==> src/rtl/proteus_nbout_wb_buffer.sv <==
// Write-back buffer behind the NBout packer: captures packed words into a show-ahead FIFO
// and drains them to memory with sequential addresses, tracking one tile at a time.
module proteus_nbout_wb_buffer #(
   parameter int BIT_WIDTH = 16,
   parameter int Tn        = 16,
   parameter int DEPTH     = 8,
   parameter int PTR_BITS  = 3,
   parameter int ADDR_BITS = 16,
   parameter int CNT_BITS  = 16,
   parameter int AFULL_LVL = 6
) (
   input  logic                      clk,
   input  logic                      rst,
   input  logic                      i_start,
   input  logic [CNT_BITS-1:0]       i_num_words,
   input  logic [ADDR_BITS-1:0]      i_base_addr,
   input  logic                      i_valid,
   input  logic [BIT_WIDTH*Tn-1:0]   i_data,
   input  logic                      i_mem_ready,
   output logic                      o_mem_valid,
   output logic [BIT_WIDTH*Tn-1:0]   o_mem_data,
   output logic [ADDR_BITS-1:0]      o_mem_addr,
   output logic                      o_almost_full,
   output logic                      o_busy,
   output logic                      o_done,
   output logic                      o_overflow,
   output logic [1:0]                o_state
);

   localparam int DW = BIT_WIDTH * Tn;

   localparam logic [1:0] S_IDLE  = 2'd0;
   localparam logic [1:0] S_RUN   = 2'd1;
   localparam logic [1:0] S_DRAIN = 2'd2;
   localparam logic [1:0] S_DONE  = 2'd3;

   localparam logic [PTR_BITS:0] OCC_FULL  = (PTR_BITS+1)'(DEPTH);
   localparam logic [PTR_BITS:0] OCC_AFULL = (PTR_BITS+1)'(AFULL_LVL);

   // Memory handshake: a beat transfers on a clk edge where o_mem_valid && i_mem_ready;
   // o_mem_data/o_mem_addr stay stable from assertion of o_mem_valid until that beat.
   // The packer side has no ready: words arriving while full (and no pop) are dropped.

   logic [1:0]           state;
   logic [DW-1:0]        mem [DEPTH];
   logic [PTR_BITS-1:0]  wr_ptr, rd_ptr;
   logic [PTR_BITS:0]    occ, occ_next;
   logic [CNT_BITS-1:0]  acc_cnt, iss_cnt, num_words;
   logic [ADDR_BITS-1:0] base_addr;
   logic                 almost_full, overflow;
   logic                 empty, full, push, pop, drop, start_ok, acc_last, iss_last;

   always_comb begin
      empty    = (occ == '0);
      full     = (occ == OCC_FULL);
      pop      = !empty && i_mem_ready;
      push     = i_valid && (state == S_RUN) && (!full || pop);
      drop     = i_valid && (state == S_RUN) && full && !pop;
      start_ok = i_start && ((state == S_IDLE) || (state == S_DONE));
      acc_last = (acc_cnt + CNT_BITS'(1)) == num_words;
      iss_last = (iss_cnt + CNT_BITS'(1)) == num_words;
      occ_next = occ;
      if (push && !pop) begin
         occ_next = occ + (PTR_BITS+1)'(1);
      end else if (pop && !push) begin
         occ_next = occ - (PTR_BITS+1)'(1);
      end
   end

   // Storage is not reset; the head is masked to zero whenever the FIFO is empty.
   always_ff @(posedge clk) begin
      if (push) begin
         mem[wr_ptr] <= i_data;
      end
   end

   always_ff @(posedge clk) begin
      if (rst) begin
         state       <= S_IDLE;
         wr_ptr      <= '0;
         rd_ptr      <= '0;
         occ         <= '0;
         acc_cnt     <= '0;
         iss_cnt     <= '0;
         num_words   <= '0;
         base_addr   <= '0;
         almost_full <= 1'b0;
         overflow    <= 1'b0;
      end else begin
         occ         <= occ_next;
         almost_full <= (occ_next >= OCC_AFULL);
         if (push) begin
            wr_ptr  <= wr_ptr + PTR_BITS'(1);
            acc_cnt <= acc_cnt + CNT_BITS'(1);
         end
         if (pop) begin
            rd_ptr  <= rd_ptr + PTR_BITS'(1);
            iss_cnt <= iss_cnt + CNT_BITS'(1);
         end
         if (drop) begin
            overflow <= 1'b1;
         end
         case (state)
            S_IDLE, S_DONE: begin
               if (start_ok) begin
                  num_words <= i_num_words;
                  base_addr <= i_base_addr;
                  acc_cnt   <= '0;
                  iss_cnt   <= '0;
                  overflow  <= 1'b0;
                  state     <= (i_num_words == '0) ? S_DONE : S_RUN;
               end else begin
                  state <= S_IDLE;
               end
            end
            S_RUN: begin
               if (push && acc_last) begin
                  state <= S_DRAIN;
               end
            end
            S_DRAIN: begin
               if (pop && iss_last) begin
                  state <= S_DONE;
               end
            end
            default: state <= S_IDLE;
         endcase
      end
   end

   always_comb begin
      o_mem_valid   = !empty;
      o_mem_data    = empty ? '0 : mem[rd_ptr];
      o_mem_addr    = base_addr + ADDR_BITS'(iss_cnt);
      o_almost_full = almost_full;
      o_busy        = (state == S_RUN) || (state == S_DRAIN);
      o_done        = (state == S_DONE);
      o_overflow    = overflow;
      o_state       = state;
   end

endmodule
==> config.mk <==
export PLATFORM = sky130hd
export DESIGN_NAME = proteus_nbout_wb_buffer
export DESIGN_NICKNAME = d
export VERILOG_FILES = /design/src/rtl/proteus_nbout_wb_buffer.sv
export SDC_FILE = /design/constraint.sdc
export NUM_CORES = 2
export LEC_CHECK = 0
export CORE_MARGIN = 1
export CORE_UTILIZATION = 45
export CTS_BUF_LIST = sky130_fd_sc_hd__clkbuf_4
export CTS_CLUSTER_SIZE = 40
export DETAILED_ROUTE_END_ITERATION = 6
export GPL_TIMING_DRIVEN = 0
export SLEW_MARGIN = 10
export SYNTH_ARGS = -nofsm -noshare
export SYNTH_HDL_FRONTEND = slang
export SYNTH_SLANG_ARGS = --single-unit
==> constraint.sdc <==
create_clock -name clk -period 79 [get_ports clk]
set_input_delay 15.8 -clock clk [delete_from_list [all_inputs] [get_ports clk]]
set_output_delay 15.8 -clock clk [all_outputs]
set_load 0.005 [all_outputs]
# After elaboration in Yosys (flattened, before gate mapping)
# Memories as Yosys holds them, arrays and structs flattened. A register that Yosys moved wholly into a read port is not among the register bits.
# Index checks and enable logic that the tools add are counted.
# word_totals
regBits	78
latch_bits	0
mem_bits_rw	2048
rom_bits	0
output_inout_bits	279
word_cells	71
n_memories	1
# op_classes
n_addsub	7
multipliers	0
div	0
n_lt_le_gt_ge	1
eq_ne	8
shifts	0
n_mux	21
bitwise_logic	0
reduce_logical	23
# memory_table
name	depth	word_bits	read_ports	rd_clocked_by_memory_dff	write_ports	line_no	text
mem	8	256	1	1	1	45	logic [DW-1:0] mem [DEPTH];
# ops
operator	count
$mux 256	1
$mux 16	6
$add 16x1->16 const B	2
$eq 16x16->1	2
$add 16x16->16	1
$logic_not 16->1	1
$logic_and 1x1->1	10
$mux 2	4
$mux 4	2
$add 3x1->3 const B	2
$mux 3	2
$pmux 2 s3	1
$mux 1	5
$add 4x1->4 const B	1
$eq 2x2->1 const B	2
$eq 4x4->1 const B	1
$ge 4x3->1 const B	1
$logic_not 1->1	4
$logic_not 4->1	1
$reduce_and 2->1	2
$sub 4x1->4 const B	1
$logic_or 1x1->1	3
$eq 2x1->1 const B	1
$logic_not 2->1	1
other kinds (3)	3

# Logic depth before layout (Yosys ltp)
# depth
ltp_word	10
mapped_depth	12
mapped_depth_nobuf	11

# Worst setup path after synthesis
# OpenSTA, ideal clock, no wires.
# synth_timing
kind	input -> register
from	input i_valid
to	memory mem[0][0] (netlist name) (enable)
setup_time_ps	1499
t_arrival_ps	40421
required_time_ps	77501
path_slack_ps	37080
path_stages	4
n_path_buf	1
path_cell_list	nand2_1 -> or2_1 -> clkbuf_1 -> nor4_1
# synth_between
elab_chain_cells	4
# synth_rtl
element	line_no	text
start: declaration	17	input logic i_valid,
$logic_and 1x1->1 (2 in series)	57	push = i_valid && (state == S_RUN) && (!full || pop);
$mux 1	72	if (push) begin
$mux 1 (implied by the code)	73	mem[wr_ptr] <= i_data;
end: declaration	45	
# Every way passes these cells.

==> reports/qor.log <==
[layout] area used by sequential logic in the layout 0.0631 mm²
[sta] Max Clk Rate 46.9 MHz
[layout] number of nets at the end of the flow 5617
[synthesis] area share of the largest cell type after synthesis 74.8%
[hold_path] class of the tightest hold or removal check flop to flop
[cts] worst-case clock buffer depth 4
[route] number of vias in the routed layout 43400
[synthesis] Most used DFF post-synth sky130_fd_sc_hd__edfxtp_1
[power_and_ir_drop] pwr/cell area 27.2 mW/mm²
[global_routing] initial antenna violation count 54
[route] WL met2 104000 µm
[floorplanning] chip width 430 µm
[placement] cell area after placement 0.0939 mm²
[layout] total area of multi-input combinational cells 0.0183 mm²
[cts] total number of clock tree sinks 2129
[setup_path] endpoint kind of the worst setup timing path output pin
[route] Total Wirelength 205000 µm
[setup_path] kind of critical path flop to output pin
[cts] Hold-fix buffers, CTS 0
[sta] number of endpoints failing setup at the final stage 0
[synthesis] Post-Synthesis Net Count 4219
[placement] placer congestion estimate 0.816
[layout] post-route cell area 0.101 mm²
[layout] fraction of layout cells with a size suffix above 1 29.7%
[setup_path] crit start category flop
[hold_path] worst min-delay path startpoint rd_ptr[1]
[sta] count of pins over their slew limit 0
[setup_path] arrival time reported for the critical path endpoint 5500 ps
[route] detailed-routing wirelength on met1 83700 µm
[cts] buffer count from post-CTS setup fixing 0
[setup_path] CP max-delay cell sky130_fd_sc_hd__clkbuf_1
[sta] actual transition at the worst max-transition pin 1240 ps
[sta] post-route clock skew 64.6 ps
[layout] fill cell instance count of the final layout 14200
[floorplanning] Die Y-Extent 430 µm
[sta] Final Hold Fails 0
[setup_path] worst-path maximum fanout 11
[synthesis] number of instances in the synthesized netlist 3901
[route] length of the first detailed-routing pass in iterations 5
[synthesis] leading area contributor after synthesis sky130_fd_sc_hd__edfxtp_1
[synthesis] Post-synth top cells sky130_fd_sc_hd__edfxtp_1 (2048), sky130_fd_sc_hd__mux4_2 (512), sky130_fd_sc_hd__nor2_1 (321)
[placement] pre-CTS setup slack 58800 ps
[global_routing] wire length of the first global-routing pass 298000 µm
[sta] unrepaired setup endpoints after global routing no
[setup_path] CP max stage delay 910 ps
[floorplanning] Total Die Area 0.185 mm²
[synthesis] distinct cell type count after synthesis 61
[floorplanning] core area 0.181 mm²
[global_routing] total congestion overflow 0
[sta] portion of the clock cycle consumed by the worst path in the final layout 27.0%
[route] number of DRC markers after the initial detailed-route iteration 2991
[synthesis] Synth Cell Area 0.0823 mm²
[synthesis] synthesized area divided by synthesized cell count 21.1 µm²
[route] DRT antenna net count 0
[synthesis] Synth Warn # 0
[setup_path] cells along the critical path clkbuf_2, clkbuf_1, buf_1, mux4_2, mux2i_1, nor2_1, clkdlybuf4s50_1
[sta] time the worst path needs with I/O delays and setup 21300 ps
[global_routing] pin count of the biggest net entering global routing 23
[setup_path] worst reg2reg startpoint o_state[0]
[synthesis] count of flip-flops with a built-in enable after synthesis 2048
[route] Top Metal Used met5
[floorplanning] effective utilization at floorplan 45.4%
[setup_path] CP Data Required Time 63200 ps
[synthesis] top area cells in the synthesized netlist sky130_fd_sc_hd__edfxtp_1 (75%), sky130_fd_sc_hd__mux4_2 (14%), sky130_fd_sc_hd__mux2i_1 (3.2%)
[cts] number of gates resized after CTS 0
[cts] number of buffers inserted during clock tree synthesis 571
[placement] count of input and output buffers 570
[floorplanning] Site Rows 156
[synthesis] share of the yosys chip area belonging to registers 76.7%
[cts] htree depth 6
[cts] clock-pin slew reported for the worst setup and hold paths after clock tree synthesis 60 ps
[floorplanning] Boundary Pins 572
[cts] Root Buffer Master sky130_fd_sc_hd__clkbuf_4
[synthesis] ys async rst share 0%
[layout] synthesis-to-finish area growth 22.5%
[cts] clock insertion delay at the later pin of the skew report 1330 ps
[cts] CTS tree done
[sta] headroom to the max-slew limit 17.2%
[route] met3 routed wirelength 10500 µm
[route] post-DR vias/cell 5.39
[run] number of maximum-capacitance constraint violations 0
[route] Avg WL per Cell 25.5 µm
[power_and_ir_drop] maximum VDD drop 0.0160 mV
[global_routing] via count of the first global-routing pass 45200
[layout] Finished Core Util 55.6%
[sta] setup TNS 0 ps
[global_routing] GRT Util Overall 22.2%
[route] number of remaining DRC errors 0
[power_and_ir_drop] Pwr Total 2.74 mW
[synthesis] cell with the most instances after synthesis sky130_fd_sc_hd__edfxtp_1
[synthesis] post-synthesis sequential element count 2129
[power_and_ir_drop] LEAKAGE 32.0 nW
[placement] DPL Wire Length 138000 µm
[sta] final worst-path setup slack 57700 ps
[status] status finished, final reports clean
registers in the layout, indices dropped and copies added (netlist names), named ones only:
name	cells
mem	2048
num_words	16
wr_ptr	3
o_overflow	1
occ	4
o_almost_full	1
base_addr	16
iss_cnt	16
o_state	2
rd_ptr	3
acc_cnt	16
path summary, 6_finish.rpt:
kind,slack [ps],to,depth (start not counted)
setup / recovery,57700,o_mem_data[51],7
hold / removal,450,flop,2
setup reg to reg,74430,mem[0][228],14
hold reg to reg,450,flop,2
cells by family (layout without fill, tap and decap cells):
kind of cell / Yosys count / after routing / synth area share (%)
buffers and inverters: 226 / 1977 / 1.07
other: 0 / 30 / 0
multiplexers: 772 / 772 / 17.2
adder cells (fa/ha/maj): 25 / 25 / 0.389
AO/OA/AOI/OAI: 135 / 135 / 1.03
XOR/XNOR: 75 / 75 / 0.799
flip-flops: 2129 / 2129 / 76.7
AND/OR/NAND/NOR: 539 / 539 / 2.80
power by group:
| part | total [mW] | internal (mW) | leakage, nW | switching, mW |
|---|---|---|---|---|
| clock | 0.936 | 0.503 | 4.14 | 0.433 |
| sequential | 1.28 | 1.27 | 19.1 | 0.0110 |
| combinational | 0.530 | 0.257 | 8.81 | 0.273 |
final cells by class:
class / count / area share [%]
inverter: 16 / 0.0596
multi-input combinational: 1546 / 18.2
clock buffer: 830 / 6.18
timing repair buffer: 825 / 8.50
clock inverter: 96 / 0.589
antenna: 30 / 0.0745
tap: 2370 / 2.94
sequential: 2129 / 62.7
buffer: 210 / 0.823
layer usage:
layer  track usage (%)  up-vias
met5                 0        -
met4              9.47       20
met3              4.85      382
met2              36.4     1363
met1              28.5    22500
li1                  -    19200
critical path: cells and delay by family, from the launching register on:
family	cells	cell delay (ps)
simple gates	1	80
mux	2	1110
flops	1	310
buf+inv	4	2690
stage by stage:
step	cells	hold WS, ps
2_1_floorplan	3901	440
3_3_place_gp	6841	451
3_5_place_dp	7096	459
4_1_cts	8022	449
5_1_grt	8046	458
6_report	8052	455
cells in the final DEF, fill, tap and decap left out, drive strengths merged, types with 57 or more instances in the layout:
master,count
edfxtp,2048
clkbuf,941
clkdlybuf4s50,570
mux4,512
buf,354
nor2,321
mux2i,260
nand2,105
dfxtp,81
clkinv,70
a21oi,57
Note: power is estimated with default switching activity, not from simulation.
